`src/rtl/controller.sv`:
```
// controller: top-level layer sequencer of the CNN accelerator.
// Steps through LAYER_SEQ one entry per completed output feature map and
// drives layer_type to select the active datapath.
// Optional status outputs (layer_idx, done) are built when the macro
// CONTROLLER_STATUS_EN is defined.
// Reset is asynchronous and active-high on the port named rst_n.
module controller #(
  parameter logic [1:0]                CONVOLUTION = 2'b01,
  parameter logic [1:0]                POOLING     = 2'b10,
  parameter logic [1:0]                FULLY       = 2'b11,
  parameter logic [1:0]                NONE        = 2'b00,
  parameter int unsigned               NUM_LAYERS  = 7,
  parameter logic [2*NUM_LAYERS-1:0]   LAYER_SEQ   = 14'b11_11_11_10_01_10_01,
  parameter int unsigned               IDX_W       = (NUM_LAYERS > 1) ? $clog2(NUM_LAYERS) : 1
) (
  input  logic             clk,
  input  logic             rst_n,
  input  logic             start,
  input  logic             ofm_valid,
  output logic [1:0]       layer_type
`ifdef CONTROLLER_STATUS_EN
  ,
  output logic [IDX_W-1:0] layer_idx,
  output logic             done
`endif
);

  localparam logic [0:0] IDLE = 1'b0;
  localparam logic [0:0] RUN  = 1'b1;

  localparam logic [IDX_W-1:0] LAST_IDX = IDX_W'(NUM_LAYERS - 1);

  logic [0:0]       state, state_d;
  logic [IDX_W-1:0] idx, idx_d, idx_nxt;
  logic [1:0]       layer_type_d;
  logic [1:0]       next_code;
  logic             ofm_valid_q;
  logic             adv;
  logic             has_next;

  // A code outside the configured layer set (NONE included) ends the sequence.
  function automatic logic is_layer(input logic [1:0] code);
    return (code != NONE) &&
           ((code == CONVOLUTION) || (code == POOLING) || (code == FULLY));
  endfunction

  assign adv     = ofm_valid & ~ofm_valid_q;
  assign idx_nxt = idx + IDX_W'(1);

  // Look up the entry that follows the current one.
  always_comb begin
    next_code = NONE;
    for (int i = 0; i < int'(NUM_LAYERS); i++) begin
      if (IDX_W'(i) == idx_nxt) next_code = LAYER_SEQ[2*i +: 2];
    end
  end

  assign has_next = (idx < LAST_IDX) && is_layer(next_code);

  // Next-state and next-output logic.
  always_comb begin
    state_d      = state;
    idx_d        = idx;
    layer_type_d = layer_type;
    case (state)
      IDLE: begin
        idx_d        = '0;
        layer_type_d = NONE;
        if (start) begin
          state_d      = RUN;
          layer_type_d = LAYER_SEQ[1:0];
        end
      end
      RUN: begin
        if (adv) begin
          if (has_next) begin
            idx_d        = idx_nxt;
            layer_type_d = next_code;
          end else begin
            state_d      = IDLE;
            idx_d        = '0;
            layer_type_d = NONE;
          end
        end
      end
      default: begin
        state_d      = IDLE;
        idx_d        = '0;
        layer_type_d = NONE;
      end
    endcase
  end

  // State, index, edge-detect and output registers.
  always_ff @(posedge clk or posedge rst_n) begin
    if (rst_n) begin
      state       <= IDLE;
      idx         <= '0;
      ofm_valid_q <= 1'b0;
      layer_type  <= NONE;
    end else begin
      state       <= state_d;
      idx         <= idx_d;
      ofm_valid_q <= ofm_valid;
      layer_type  <= layer_type_d;
    end
  end

`ifdef CONTROLLER_STATUS_EN
  // Index register is already 0 in IDLE, so it is the status index directly.
  assign layer_idx = idx;

  // One-cycle pulse on the RUN to IDLE transition.
  always_ff @(posedge clk or posedge rst_n) begin
    if (rst_n) begin
      done <= 1'b0;
    end else begin
      done <= (state == RUN) && (state_d == IDLE);
    end
  end
`endif

endmodule

```
`config.mk`:
```
export PLATFORM = sky130hd
export DESIGN_NAME = controller
export DESIGN_NICKNAME = d
export VERILOG_FILES = /design/src/rtl/controller.sv
export SDC_FILE = /design/constraint.sdc
export NUM_CORES = 1
export LEC_CHECK = 0
export CORE_AREA = 2 2 39 41
export CTS_BUF_LIST = sky130_fd_sc_hd__clkbuf_8
export CTS_CLUSTER_DIAMETER = 200
export DETAILED_ROUTE_END_ITERATION = 10
export DIE_AREA = 0 0 41 43
export DONT_BUFFER_PORTS = 1
export HOLD_SLACK_MARGIN = 0.08
export SYNTH_ARGS = -nofsm -noshare
export SYNTH_HDL_FRONTEND = slang
export SYNTH_SLANG_ARGS = --single-unit
```
`constraint.sdc`:
```
create_clock -name clk -period 2 [get_ports clk]
set_clock_uncertainty 0.15 [all_clocks]
set_input_delay 0.4 -clock clk [delete_from_list [all_inputs] [get_ports clk]]
set_output_delay 0.4 -clock clk [all_outputs]
set_load 0.02 [all_outputs]
```
==> summary.txt, run 1 <==
Status: complete, no violations
Initial Util: 0.3219
CP endpoint kind: flop
Clk Latency, worst-skew pair: 0.22 ns
Max Clk Rate: 540.3 MHz
Post-CTS Hold Fix Bufs: 2
Final nets: 60
Post-CTS sizing: 0
Reg2reg path depth: 6
DRC violation total after the first TritonRoute iteration: 10
Detailed placement HPWL: 574.5 µm
Worst r2r src: idx[1]
Final Hold Viols: 0
Syn-to-layout area delta: 12.92%
IO Pins: 6
Vias: 339
Pwr/cell area: 1487 mW/mm²
Final non-filler cell total: 69
CTS tree: built
DR DRC count: 0
FF-to-FF End: idx[1]
Yosys warns: 0
Crit share post-route: 0.9254
Peak supply drop: 603.0 µV
Worst-path clk slew: 0.04 ns
Required @ worst endpoint: 1.94 ns
Post-Route Setup TNS: 0 ns
Post-CTS Setup Bufs: 0
Wirelength per Cell: 11.57 µm
DR pass1 iterations: 4
Global route total overflow: 0
Vias in the first global route: 323
Routed Antenna Nets: 0
Vias/cell: 4.913
Bufs on Longest Clock Path: 2
Number of max-cap violations: 0
Post-layout minimum cycle time: 1.851 ns
Worst min-delay path class: in -> reg
Worst Path Arrival: 1.79 ns
Origin of the worst setup path: idx[1]
Count of final max-slew check failures: 0
Critical path launch point type: flop
Die ar.: 0.001763 mm²
Row cnt: 14
Mapped cell area: 445.4 µm²
Post-Syn Area per Cell: 8.734 µm²
Worst Tran Pin Value: 0.3051 ns
Die height: 43 µm
Initial antenna violation count: 0
Post-synthesis sequential area ratio: 0.3933
CTS sink count: 7
P_leak: 0.2082 nW
Port Buffer Count: 0
Critical path peak fanout: 11
Netlist cell types: 23
Cell count after synthesis: 51
Mapped Nets: 57
H-Tree Depth: 1
Flop2flop setup slack: 0.15 ns
GR Util All Layers: 0.1175
Register area: 175.2 µm²
Multi-input gate area: 227.7 µm²
Crit Path Class: reg -> reg
Share of cells above drive strength 1: 0.09434
Pin count of the biggest net entering global routing: 12
Setup ws final: 0.1492 ns
Routed wire length: 798 µm
Num CTS Buffers: 3
Fill count: 148
Core box area: 0.001384 mm²
Gpl congestion: 0.8486
Antenna Cells: 0
Final setup violation count: 0
Setup slack at placement: 0.1694 ns
RSZ-0062 raised after global routing: false
Slew headroom: 0.7945
Die width: 41 µm
Root Buffer: clkbuf_8
CP endpoint: idx[1]
Placed Cells: 63
First-pass GRT wire length: 1373 µm
#FFs+latches synth: 7
==> power breakdown <==
group	switching [mW]	internal [mW]
clock network	0.0616	0.133
logic	0.128	0.121
registers	0.111	0.194
==> worst max-delay path, cell delays in order, from the launching register on <==
cell	delay [ns]
dfrtp_1	0.49
inv_1	0.08
ha_1	0.29
nor2_1	0.17
nand2_1	0.09
o21ai_0	0.30
o21ai_0	0.14
==> Yosys cell counts <==
library cell / number / area [µm²]
mux2i_1: 1 / 10.01
a211oi_1: 1 / 7.510
o31ai_1: 1 / 7.510
nand3_1: 1 / 5.000
buf_4: 3 / 22.52
o21ai_1: 1 / 5.000
o22ai_1: 1 / 6.260
a21oi_1: 3 / 15.01
and2_1: 1 / 6.260
o221a_2: 1 / 11.26
nor2_1: 5 / 18.77
a31oi_1: 1 / 6.260
and2b_1: 1 / 7.510
dfrtp_1: 7 / 175.2
nand2_1: 4 / 15.01
o211ai_1: 1 / 7.510
buf_2: 1 / 5.000
a221oi_2: 1 / 15.01
nand2b_1: 1 / 6.260
nand3b_1: 3 / 22.52
o21ai_0: 6 / 30.03
inv_1: 4 / 15.01
ha_1: 2 / 25.02
==> routing by layer <==
metal	global-route usage	routed length [µm]
met4	0.09333	0
met3	0.03141	23
met1	0.1689	388
met5	0	0
met2	0.1406	386
==> cells in the final DEF, fill, tap and decap left out, drive strengths merged <==
cell type    count
a31oi            1
ha               2
a221oi           1
nand3            1
dlygate4sd3      2
and2             1
o22ai            1
dfrtp            7
nand2b           1
clkbuf           3
nand3b           3
mux2i            1
o221a            1
and2b            1
a21oi            3
a211oi           1
nor2             5
o21ai            7
o31ai            1
inv              5
nand2            4
o211ai           1
==> area by class of cell <==
cell class,instances,area share
clock inverter,1,0.007463
inverter,4,0.02985
tap,16,0.03980
timing repair buffer,2,0.03980
multi-input combinational,36,0.4527
clock buffer,3,0.08209
sequential,7,0.3483
==> registers in the layout, summed over array words and instances, names as in the netlist <==
| signal | cells |
|---|---|
| idx | 3 |
| layer_type | 2 |
| ofm_valid_q | 1 |
| state | 1 |
==> cell families after synthesis <==
group | count (synthesis) | synth area share
AOI/OAI and AO/OA | 17 | 0.2500
and+or+nand+nor | 16 | 0.1826
buffers and inverters | 8 | 0.09548
DFF | 7 | 0.3933
adders and majority gates | 2 | 0.05617
muxes | 1 | 0.02247
==> worst min-delay path by stage <==
stage	slack, ns	end	cells past startpoint	start
detailed placement	0.09	idx[0]	1	rst_n
global route	0.18	layer_type[0]	2	start
CTS	0.17	layer_type[0]	2	start
floorplan	0.05	idx[0]	1	rst_n
finish	0.17	layer_type[0]	2	start
global placement	0.1	idx[2]	1	rst_n
==> per-stage QoR <==
step,hold WS [ns],power (mW),cell area [µm²],utilization
floorplan,0.05340,0.5269,445.4,-
global placement,0.09684,0.5420,437.9,0.3165
detailed placement,0.09416,0.5502,437.9,0.3165
CTS,0.1675,0.7513,503.0,0.3635
global route,0.1843,0.8094,503.0,0.3635
finish,0.1650,0.7480,503.0,0.3635
No activity file was read; power rests on OpenSTA's default activity.
==> run 2, diff against run 1 <==
CTS_CLUSTER_DIAMETER = 60   (was 200)
==> results of run 2 <==
No change in the layout: final DEF, timing and power equal those of run 1.
